$ cat src/rtl/asip_hazard_pipe_pkg.sv
// Shared types for the ASIP E->M->W pipeline: forwarding selects and per-stage control bundle.
package asip_pkg;

    typedef enum logic [1:0] {
        FWD_RF = 2'b00,
        FWD_W  = 2'b01,
        FWD_M  = 2'b10
    } fwd_sel_t;

    typedef struct packed {
        logic regWrite;
        logic memWrite;
        logic memToReg;
        logic pcSrc;
    } pipe_ctrl_t;

    localparam pipe_ctrl_t CTRL_BUBBLE = '0;

endpackage

$ cat src/rtl/asip_hazard_pipe_stage_reg.sv
// Generic pipeline register: synchronous active-low reset, clear-to-bubble, and hold when not enabled.
module pipe_stage_reg #(
    parameter int unsigned W       = 8,
    parameter logic [W-1:0] CLR_VAL = '0
) (
    input  logic         clk,
    input  logic         rst,
    input  logic         en,
    input  logic         clr,
    input  logic [W-1:0] d,
    output logic [W-1:0] q
);

    always_ff @(posedge clk) begin
        if (!rst) begin
            q <= '0;
        end else if (clr) begin
            q <= CLR_VAL;
        end else if (en) begin
            q <= d;
        end
    end

endmodule

$ cat src/rtl/asip_hazard_pipe.sv
// EX/MEM and MEM/WB pipeline registers with hazard unit (forwarding, load-use stall, branch flush),
// multi-cycle data-memory handshake and a saturating stall-cycle counter.
module asip_hazard_pipe
    import asip_pkg::*;
#(
    parameter int unsigned DATA_W = 24,
    parameter int unsigned ADDR_W = 16,
    parameter int unsigned RA_W   = 4,
    parameter int unsigned CNT_W  = 16
) (
    input  logic              clk,
    input  logic              rst,
    input  logic [RA_W-1:0]   ra1D,
    input  logic [RA_W-1:0]   ra2D,
    input  logic [RA_W-1:0]   ra1E,
    input  logic [RA_W-1:0]   ra2E,
    input  logic [RA_W-1:0]   WA3E,
    input  logic              regWriteE,
    input  logic              memWriteE,
    input  logic              memToRegE,
    input  logic              pcSrcE,
    input  logic [ADDR_W-1:0] aluResE,
    input  logic [DATA_W-1:0] wdE,
    input  logic [DATA_W-1:0] rdMemData,
    input  logic              memReady,
    input  logic              clrCnt,
    output logic              stallF,
    output logic              stallD,
    output logic              flushD,
    output logic              flushE,
    output logic [1:0]        fwdAE,
    output logic [1:0]        fwdBE,
    output logic [ADDR_W-1:0] memAddrM,
    output logic [DATA_W-1:0] memWDM,
    output logic              memReqM,
    output logic              memWriteM,
    output logic [ADDR_W-1:0] aluOutM,
    output logic [RA_W-1:0]   WA3W,
    output logic              regWriteW,
    output logic              pcSrcW,
    output logic [DATA_W-1:0] resultW,
    output logic [CNT_W-1:0]  stallCnt
);

    localparam int unsigned CTRL_W = $bits(pipe_ctrl_t);
    localparam int unsigned MW     = CTRL_W + RA_W + ADDR_W + DATA_W;
    localparam int unsigned WW     = 3 + RA_W + ADDR_W + DATA_W;
    localparam logic [WW-1:0] W_BUBBLE =
        {CTRL_BUBBLE.regWrite, CTRL_BUBBLE.memToReg, CTRL_BUBBLE.pcSrc, {(WW-3){1'b0}}};

    pipe_ctrl_t        ctrlE, ctrlM;
    logic [RA_W-1:0]   WA3M;
    logic [DATA_W-1:0] wdM;
    logic [MW-1:0]     m_d, m_q;

    logic              memToRegW;
    logic [ADDR_W-1:0] aluOutW;
    logic [DATA_W-1:0] rdW, rd_in;
    logic [WW-1:0]     w_d, w_q;

    logic              memStall, loadUse, anyStall;
    fwd_sel_t          fwdA, fwdB;

    assign ctrlE = '{regWrite: regWriteE, memWrite: memWriteE, memToReg: memToRegE, pcSrc: pcSrcE};

    // EX/MEM: freezes while the memory access in M is outstanding
    assign m_d = {ctrlE, WA3E, aluResE, wdE};

    pipe_stage_reg #(.W(MW)) u_exmem (
        .clk (clk),
        .rst (rst),
        .en  (~memStall),
        .clr (1'b0),
        .d   (m_d),
        .q   (m_q)
    );

    assign {ctrlM, WA3M, aluOutM, wdM} = m_q;

    assign memAddrM  = aluOutM;
    assign memWDM    = wdM;
    assign memWriteM = ctrlM.memWrite;
    assign memReqM   = ctrlM.memWrite | ctrlM.memToReg;
    assign memStall  = memReqM & ~memReady;

    // MEM/WB: takes a bubble on every wait cycle so the stalled access is written back exactly once
    assign rd_in = ctrlM.memToReg ? rdMemData : '0;
    assign w_d   = {ctrlM.regWrite, ctrlM.memToReg, ctrlM.pcSrc, WA3M, aluOutM, rd_in};

    pipe_stage_reg #(.W(WW), .CLR_VAL(W_BUBBLE)) u_memwb (
        .clk (clk),
        .rst (rst),
        .en  (1'b1),
        .clr (memStall),
        .d   (w_d),
        .q   (w_q)
    );

    assign {regWriteW, memToRegW, pcSrcW, WA3W, aluOutW, rdW} = w_q;

    assign resultW = memToRegW ? rdW : {{(DATA_W-ADDR_W){1'b0}}, aluOutW};

    assign loadUse = memToRegE & regWriteE & ((WA3E == ra1D) | (WA3E == ra2D));

    always_comb begin
        stallF = 1'b0;
        stallD = 1'b0;
        flushD = 1'b0;
        flushE = 1'b0;
        if (memStall) begin
            stallF = 1'b1;
            stallD = 1'b1;
        end else if (pcSrcE) begin
            flushD = 1'b1;
            flushE = 1'b1;
        end else if (loadUse) begin
            stallF = 1'b1;
            stallD = 1'b1;
            flushE = 1'b1;
        end
    end

    always_comb begin
        fwdA = FWD_RF;
        fwdB = FWD_RF;
        if (ctrlM.regWrite && (WA3M == ra1E)) begin
            fwdA = FWD_M;
        end else if (regWriteW && (WA3W == ra1E)) begin
            fwdA = FWD_W;
        end
        if (ctrlM.regWrite && (WA3M == ra2E)) begin
            fwdB = FWD_M;
        end else if (regWriteW && (WA3W == ra2E)) begin
            fwdB = FWD_W;
        end
    end

    assign fwdAE = fwdA;
    assign fwdBE = fwdB;

    assign anyStall = stallF | flushE | memStall;

    always_ff @(posedge clk) begin
        if (!rst) begin
            stallCnt <= '0;
        end else if (clrCnt) begin
            stallCnt <= '0;
        end else if (anyStall && !(&stallCnt)) begin
            stallCnt <= stallCnt + CNT_W'(1);
        end
    end

endmodule

$ cat config.mk
export PLATFORM = sky130hd
export DESIGN_NAME = asip_hazard_pipe
export DESIGN_NICKNAME = d
export VERILOG_FILES = /design/src/rtl/asip_hazard_pipe_pkg.sv /design/src/rtl/asip_hazard_pipe_stage_reg.sv /design/src/rtl/asip_hazard_pipe.sv
export SDC_FILE = /design/constraint.sdc
export NUM_CORES = 1
export LEC_CHECK = 0
export CORE_UTILIZATION = 25
export DETAILED_ROUTE_END_ITERATION = 10
export HOLD_SLACK_MARGIN = 0.1
export PLACE_DENSITY_LB_ADDON = 0.25
export SETUP_SLACK_MARGIN = 0.3
export SLEW_MARGIN = 20
export SYNTH_ARGS = -nofsm -noshare
export SYNTH_HDL_FRONTEND = slang
export SYNTH_SLANG_ARGS = --single-unit
$ cat constraint.sdc
create_clock -name clk -period 3.1 [get_ports clk]
set_clock_uncertainty 0.15 [all_clocks]
set_input_delay 0.31 -clock clk [delete_from_list [all_inputs] [get_ports clk]]
set_output_delay 0.31 -clock clk [all_outputs]
set_load 0.005 [all_outputs]
# Yosys cells after proc, flatten, opt, wreduce, memory -nomap -nowiden
# Index checks and enable logic that the tools add are counted.
dict set report totals {
  inputBits 92
  elab_cells 43
  register_bits 111
  out_inout_bits 112
}
dict set report op_classes {
  reduce_logical 10
  n_bitwise 10
  add_sub_neg 1
  n_eq_ne 6
  mux 12
}
# operator n
set op_table {}
lappend op_table {{4-bit equality test} 6}
lappend op_table {{24-bit two-way mux} 1}
lappend op_table {{16-bit by 1-bit adder with 16-bit output (second input constant)} 1}
lappend op_table {{16-bit AND reduction} 1}
lappend op_table {{1-bit two-way mux} 9}
lappend op_table {{1-bit logical AND} 5}
lappend op_table {{2-bit two-way mux} 2}
lappend op_table {{1-bit bitwise OR} 4}
lappend op_table {{2-bit OR reduction} 2}
lappend op_table {{1-bit bitwise AND} 3}
lappend op_table {{1-bit NOT} 3}
lappend op_table {{3-bit OR reduction} 1}
lappend op_table {{1-bit logical NOT} 1}

# Longest topological paths before layout
# Gate-level depths: netlist (run 1).
dict set report logic_depth {
  depth_word 9
  ltp_mapped 8
  mapped_depth_nobuf 7
}

# Modules after synthesis
# A second synthesis (run 1) with hierarchy kept.
dict set report unflattened {
  hier_cells 526
  area_unflattened_um2 5190.0
}
# mod seq_area_each_um2 cells_each n_inst area_each_um2
set by_module_without_submodules {}
lappend by_module_without_submodules {asip_hazard_pipe 320.3 218 1 1756.7}
lappend by_module_without_submodules {{pipe_stage_reg at u_exmem} 960.9 156 1 1736.7}
lappend by_module_without_submodules {{pipe_stage_reg at u_memwb} 940.9 152 1 1696.6}

# Worst setup path before layout (run 1)
# OpenSTA, ideal clock, no wires.
dict set report synth_timing {
  path_type {register to register}
  start {register stallCnt[0]}
  end {register stallCnt[2]}
  slack_ns 1.111
  n_path_buf 1
  arrival_time_ns 1.723
  path_stages_with_launch 7
  cell_sequence {dfxtp_1 > ha_1 > nand3_1 > nor4_4 > a21oi_4 > buf_6 > a31o_2}
}
dict set report synth_via {
  elab_chain_len 3
  word_cells_on_any_way 4
  classes_between {add/sub (1); reduce/logical (3)}
}
# element line
set synth_lines {}
lappend synth_lines {{start: declaration} asip_hazard_pipe.sv:42} ;# output logic [CNT_W-1:0] stallCnt
lappend synth_lines {{start signal: assignment} asip_hazard_pipe.sv:149} ;# stallCnt <= stallCnt + CNT_W'(1);
lappend synth_lines {{parallel branches: the longest is 3 deep, another holds 16-bit by 1-bit adder with 16-bit output} --}
# Several ways; the timed one is not identified.
# A chain may end at the register's enable or synchronous reset.

# Final worst setup path (run 1)
dict set report layout_timing {
  start {input WA3E[1]}
  end {output flushE}
}
dict set report layout_via {
  elab_chain_len 6
  word_cells_on_any_way 7
  classes_between {eq/ne (2); mux (3); bitwise (2)}
}
# element line
set layout_lines {}
lappend layout_lines {{start: declaration} asip_hazard_pipe.sv:17} ;# input logic [RA_W-1:0] WA3E,
lappend layout_lines {{4-bit equality test} asip_hazard_pipe.sv:103} ;# assign loadUse = memToRegE & regWriteE & ((WA3E == ra1D) | (WA3E == ra2D));
lappend layout_lines {{1-bit bitwise OR *} asip_hazard_pipe.sv:103}
lappend layout_lines {{1-bit bitwise AND *} asip_hazard_pipe.sv:103}
lappend layout_lines {{1-bit two-way mux *} asip_hazard_pipe.sv:116} ;# end else if (loadUse) begin
lappend layout_lines {{1-bit two-way mux *} asip_hazard_pipe.sv:113} ;# end else if (pcSrcE) begin
lappend layout_lines {{1-bit two-way mux *} asip_hazard_pipe.sv:110} ;# if (memStall) begin
lappend layout_lines {{end: declaration} asip_hazard_pipe.sv:30} ;# output logic flushE,
# Every way passes the cells marked *; elsewhere a longest branch is shown, timed or not.

==> metrics.cfg, run 1 <==
[outcome]
status=complete, no violations

[synthesis]
ys_async_sr_fraction_pct=0
synth_edf_count=0
synth-seq-cells=111
synth.avg_cell_area_sq_um=9.212
yosysWarnings=0
synth_cell_types=41
syn_area_sq_um=4928
synth_flop_cell=dfxtp_1
syn_inst=535
ys_seq_area_share_pct=45.09
syn-num-nets=628

[critical_path]
cp-end-kind=primary output
rrSetupSlack_ns=0.87
r2r-start=stallCnt[0]
cp-startpoint=WA3E[1]
worstReg2RegEnd=stallCnt[13]
crit_path_max_fanout=3
cp_data_arrival_time_ns=2.18
start_kind=input port
critical_path_class=input port to primary output
cp.required_ns=2.64
ff2ff_path_depth=6
endpoint=flushE

[placed_design]
place_area_sq_um=6744
hpwlAfterDp_mm=9.402
io_buffers=203
post-place-ws_ns=0.2528
place_congestion=0.7571

[global_route]
grt_pass1_vias=3846
gr-total-overflow=0
grt_first_pass_wirelength_mm=20.27
grt_usage_pct=12.92
grt_max_degree=70
antenna_found_initial=0

[timing]
fin_crit_sh_pct=85.31
rsz0062_at_grt=false
fin_crit_ns=2.645
slew_viol_final=0
setup_tns_ns=0
max_slew_margin_pct=52.93
max_freq_mhz=378.1
fin_ws_ns=0.4553
worst_pin_slew_ns=0.7061
finalSetupViolCount=0
hold_violations=0
hold_ws_ns=0.3177

[route]
drtPass1Iterations=4
vias_per_cell=4.205
wl_per_cell_microns=13.95
routed_wl_mm=12.97
via_count=3911
drt_iter0_drc=106
route.detailed.drc=0
detail-route-antenna-nets=0

[clock_network]
cts_buffer_depth=2
numCtsBuffers=9
insertion_delay_ns=0.35
cts_root_buf=clkbuf_16
path_clk_slew_ns=0.08
hold_buffers=0
htree_levels=3
clock-sinks=111
cts_tree=yes

[power_and_ir_drop]
p_leak_nw=2.761
p_per_area_nw_per_um2=452.3
ir_drop_mv=0.2323

[cells_and_area]
stdcell_area_sq_um=7059
fin_nets=758
drive_above_1_share_pct=8.209
layout_common_cells=clkdlybuf4s50_1, dfxtp_1, nand2_1
mostFrequentLayoutCell=clkdlybuf4s50_1
area_delta_synth_final_pct=43.23
num_antenna_cells=0

[floorplan]
row_count=50
die_area_sq_um=20280
die_x_microns=142.4
initial_core_util_pct=25.91
core_area_sq_um=19020
die_h_microns=142.4
ios=204

[job]
cap_violations=0

[hold_path]
hold_path_class=register to register

[report_power, final]
part	internal [mW]	switching, mW
logic	0.295	0.184
registers	1.49	0.0426
clock network	0.580	0.602
[cells by family (layout without fill, tap and decap cells)]
| family | count (synthesis) | count (layout) | synth area share [%] |
|---|---|---|---|
| AOI/OAI and AO/OA | 76 | 76 | 12.29 |
| xor gates and xnor gates | 29 | 29 | 5.154 |
| adders and majority gates | 1 | 1 | 0.2538 |
| buffers and inverters | 94 | 229 | 12.16 |
| DFF | 111 | 111 | 45.09 |
| muxes | 18 | 18 | 4.062 |
| and+or+nand+nor | 206 | 206 | 20.99 |
[Yosys cell counts, types with 3 or more instances]
library cell	n	area, sq um
a21oi_1	7	35.03
a31o_2	3	26.28
nand2_1	104	390.4
nand4_1	3	18.77
nand2b_1	3	18.77
nor3_1	3	15.01
nor4_4	3	63.81
and2_1	34	212.7
xnor2_1	9	78.83
and3_1	25	156.4
inv_1	4	15.01
xor2_1	20	175.2
buf_4	61	457.9
dfxtp_1	111	2222
nand3_1	8	40.04
clkbuf_1	27	101.4
a211oi_1	4	30.03
nor2_1	15	56.30
a21boi_0	47	352.8
mux2_2	16	180.2
a31oi_1	3	18.77
[cell type report]
| type | instances | area, sq um |
|---|---|---|
| Fill cell | 1944 | 11960 |
| Sequential cell | 111 | 2222 |
| Multi-Input combinational cell | 330 | 2117 |
| Timing Repair Buffer | 209 | 2072 |
| Tap cell | 260 | 325.3 |
| Clock buffer | 9 | 225.2 |
| Clock inverter | 7 | 82.58 |
| Inverter | 4 | 15.01 |
[sequential cells by signal (all words and copies together) (netlist names)]
| register | count |
|---|---|
| stallCnt | 16 |
| u_exmem.q | 48 |
| u_memwb.q | 47 |
[routing by layer]
layer / vias up / global-route usage, % / routed length, microns
met3: 9 / 4.206 / 898
met5: - / 0 / 0
met1: 1823 / 14.81 / 5682
met2: 119 / 22.60 / 6245
met4: 0 / 4.075 / 145
li1: 1960 / - / -
[worst max-delay path: stages]
cell,delay [ns]
clkdlybuf4s50_1,0.49
xor2_1,0.22
nor4_4,0.33
o211ai_4,0.13
a21oi_1,0.18
clkdlybuf4s50_1,0.52
[worst min-delay path by stage]
stage	from	end	slack, ns	cells past startpoint
floorplan	rdMemData[0]	u_memwb.q[0]	0.28	1
global placement	u_exmem.q[9]	u_exmem.q[9]	0.30	2
detailed placement	u_exmem.q[44]	u_memwb.q[44]	0.31	1
CTS	u_exmem.q[9]	u_exmem.q[9]	0.32	2
finish	u_exmem.q[3]	u_exmem.q[3]	0.32	2
global route	u_exmem.q[9]	u_exmem.q[9]	0.34	2
[stage by stage]
stage	std cells	total power [mW]	util [%]
global route	930	3.367	37.12
finish	930	3.193	37.12
floorplan	535	1.805	-
CTS	929	3.256	37.08
global placement	913	2.044	35.46
detailed placement	913	2.052	35.46
[repair_timing]
item                       CTS  global route
gates resized for setup      1             0
pin swaps                    0             1
setup endpoints to repair    2             3
buffers inserted             0             1
Note: power is estimated with default switching activity, not from simulation.
==> run 2: changes to the inputs <==
- SYNTH_HIERARCHICAL: unset -> 1
==> run 2 against run 1 <==
  * Worst setup slack worse by 0.066 ns
  * Sequential power hardly changed
  * Synthesized cell count shrank 1.7%
  * Largest cell class is now multi-input gates
  * Via count grew 8.3%
  * Area after synthesis up 5.3%
  * Clock power barely moved
  * Count of clock-buffer cells in the layout is the same
  * Power fell by 2.4%
==> metrics.cfg, run 2 <==
[clock_network]
path_clk_slew_ns=0.07  ; was 0.08 ns
numCtsBuffers=9  ; unchanged
cts_tree=yes  ; unchanged
clock-sinks=111  ; unchanged
cts_buffer_depth=2  ; unchanged
htree_levels=3  ; unchanged
insertion_delay_ns=0.35  ; about the same
cts_setup_buffers=0  ; unchanged
cts_root_buf=clkbuf_16  ; unchanged

[cells_and_area]
mostFrequentLayoutCell=clkdlybuf4s50_1  ; unchanged
drive_above_1_share_pct=7.376  ; was 8.209%
fin_nets=794  ; was 758
largestRegisters=u_exmem/q x48, u_memwb/q x47, stallCnt x16  ; was u_exmem.q x48, u_memwb.q x47, stallCnt x16
largest-register=u_exmem/q  ; was u_exmem.q
layout_common_cells=clkdlybuf4s50_1, nor2_1, dfxtp_1  ; was clkdlybuf4s50_1, dfxtp_1, nand2_1
area_delta_synth_final_pct=45.47  ; was 43.23%
num_antenna_cells=0  ; unchanged
largest_register_ffs=48  ; unchanged

[synthesis]
ys_seq_area_share_pct=42.82  ; was 45.09%
synth-seq-cells=111  ; unchanged
yosysMostFrequentCell=nor2_1  ; was dfxtp_1
yosysTopAreaCell=dfxtp_1  ; unchanged
yosysWarnings=6  ; was 0
syn_inst=526  ; was 535
synth_top_cells_by_count=nor2_1, dfxtp_1, mux2i_1, and2_1  ; was dfxtp_1, nand2_1, buf_4, a21boi_0, and2_1
netlist_top_cells_area=dfxtp_1, mux2i_1, nor2_1  ; was dfxtp_1, buf_4, nand2_1
synth_top_area_share_pct=42.82  ; was 45.09%
synth.avg_cell_area_sq_um=9.867  ; was 9.212 sq um
synth_cell_types=41  ; unchanged
ys_async_sr_fraction_pct=0  ; unchanged
synth_flop_cell=dfxtp_1  ; unchanged
synth_edf_count=0  ; unchanged
syn_area_sq_um=5190  ; was 4928 sq um

[power_and_ir_drop]
p_leak_nw=3.251  ; was 2.761 nW
p_per_area_nw_per_um2=412.7  ; was 452.3 nW/um^2
ir_drop_mv=0.2256  ; was 0.2323 mV

[route]
vias_per_cell=4.346  ; was 4.205
drt_iter0_drc=135  ; was 106
detail-route-antenna-nets=0  ; unchanged
wl_per_cell_microns=14.55  ; was 13.95 microns
route.detailed.drc=0  ; unchanged
routed_wl_mm=14.19  ; was 12.97 mm
via_count=4237  ; was 3911
drtPass1Iterations=4  ; unchanged

[timing]
max_freq_mhz=368.9  ; was 378.1 MHz
max_slew_margin_pct=53.33  ; was 52.93%
worst_pin_slew_ns=0.7000  ; was 0.7061 ns
finalSetupViolCount=0  ; unchanged
fin_ws_ns=0.3893  ; was 0.4553 ns
fin_crit_sh_pct=87.44  ; was 85.31%
setup_tns_ns=0  ; unchanged
fin_crit_ns=2.711  ; was 2.645 ns
hold_violations=0  ; unchanged
rsz0062_at_grt=false  ; unchanged
slew_viol_final=0  ; unchanged

[critical_path]
cp_data_arrival_time_ns=2.25  ; was 2.18 ns
r2r-start=u_exmem/q[45]  ; was stallCnt[0]
ff2ff_path_depth=7  ; was 6
rrSetupSlack_ns=0.87  ; about the same
cp-end-kind=primary output  ; unchanged
cp.required_ns=2.64  ; about the same
start_kind=input port  ; unchanged
endpoint=flushE  ; unchanged
worstReg2RegEnd=stallCnt[6]  ; was stallCnt[13]
cp-startpoint=WA3E[2]  ; was WA3E[1]
critical_path_class=input port to primary output  ; unchanged
cp_num_cells=6  ; unchanged
crit_path_max_fanout=4  ; was 3
path_cells=clkdlybuf4s50_1 > xor2_1 > nor4_4 > o211ai_4 > a21oi_1 > clkdlybuf4s50_1  ; unchanged
path_buf_inv=2  ; unchanged
cpMostUsedCell=clkdlybuf4s50_1  ; unchanged
slowest_stage=clkdlybuf4s50_1  ; unchanged
max_stage_delay_ns=0.51  ; was 0.52 ns
cpLargestDelayFamily=buffers and inverters  ; unchanged

[floorplan]
die_h_microns=146.1  ; was 142.4 microns
initial_core_util_pct=25.57  ; was 25.91%
core_area_sq_um=20300  ; was 19020 sq um
ios=204  ; unchanged
row_count=52  ; was 50
die_x_microns=146.1  ; was 142.4 microns
die_area_sq_um=21340  ; was 20280 sq um

[placed_design]
hpwlAfterDp_mm=10.17  ; was 9.402 mm
post-place-ws_ns=0.2720  ; was 0.2528 ns
place_congestion=0.7795  ; was 0.7571
io_buffers=203  ; unchanged

[global_route]
grt_first_pass_wirelength_mm=23.04  ; was 20.27 mm
grt_pass1_vias=4319  ; was 3846
grt_usage_pct=13.56  ; was 12.92%
antenna_found_initial=0  ; unchanged
grt_max_degree=48  ; was 70
gr-total-overflow=0  ; unchanged

[job]
cap_violations=0  ; unchanged

[outcome]
status=complete, no violations  ; unchanged

[hold_path]
hold_path_class=register to register  ; unchanged

-- run 2: repair_timing --
action                                  CTS  global route
hold buffers                              0             0
endpoints found under the hold margin     0             0
endpoints found under the setup margin    2             2
gates resized for setup                   1             2
-- run 2: per-stage QoR --
stage | instance area (sq um) | util, % | power [mW] | hold slack [ns] | std cells
2_1_floorplan | 5194 | - | 1.749 | 0.3072 | 527
3_3_place_gp | 7241 | 35.67 | 1.965 | 0.3218 | 960
3_5_place_dp | 7241 | 35.67 | 1.971 | 0.3386 | 960
4_1_cts | 7537 | 37.13 | 3.172 | 0.3562 | 975
5_1_grt | 7550 | 37.19 | 3.279 | 0.3831 | 975
6_report | 7550 | 37.19 | 3.115 | 0.3481 | 975
-- run 2: cell type report --
type                    instances  area (sq um)
clock inverters                 6         71.32
fillers                      2016         12750
clock buffers                   9         225.2
inverters                       3         11.26
repair buffers                210          2085
well taps                     270         337.8
flip-flops and latches        111          2222
multi-input cells             366          2597
-- run 2: how the worst min path moves through the flow --
stage,depth (start not counted),to,slack [ns],startpoint
floorplan,2,u_exmem/q[44],0.31,pcSrcE
global placement,2,u_exmem/q[21],0.32,u_exmem/q[21]
detailed placement,2,u_exmem/q[1],0.34,u_exmem/q[1]
CTS,2,u_exmem/q[1],0.36,u_exmem/q[1]
global route,2,u_exmem/q[14],0.38,u_exmem/q[14]
finish,2,u_exmem/q[7],0.35,u_exmem/q[7]
-- run 2: tightest hold or removal path, stage by stage, from the launching register on --
cell and delay (ns):
dfxtp_1 0.33, mux2i_1 0.06, nor2_1 0.08
-- run 2: routing by layer --
| metal | global-route usage [%] | up-vias | wire, microns |
|---|---|---|---|
| li1 | - | 2095 | - |
| met2 | 22.66 | 148 | 6747 |
| met1 | 17.00 | 1981 | 6456 |
| met5 | 0 | - | 0 |
| met4 | 3.073 | 0 | 114 |
| met3 | 4.281 | 13 | 869 |
-- run 2: power by group --
| part | switching (mW) | internal [mW] | leakage (nW) |
|---|---|---|---|
| logic | 0.178 | 0.265 | 2.21 |
| registers | 0.0308 | 1.46 | 0.903 |
| clock network | 0.548 | 0.629 | 0.138 |
| total | 0.757 | 2.36 | 3.25 |
-- run 2: logic make-up after synthesis --
logic type,Yosys count,synth area share (%)
other,2,0.1447
flip-flops,111,42.82
adder cells (fa/ha/maj),1,0.2410
buffers and inverters,50,7.642
AND/OR/NAND/NOR,195,18.18
multiplexers,115,22.57
AO/OA/AOI/OAI,24,3.688
XOR/XNOR,28,4.725
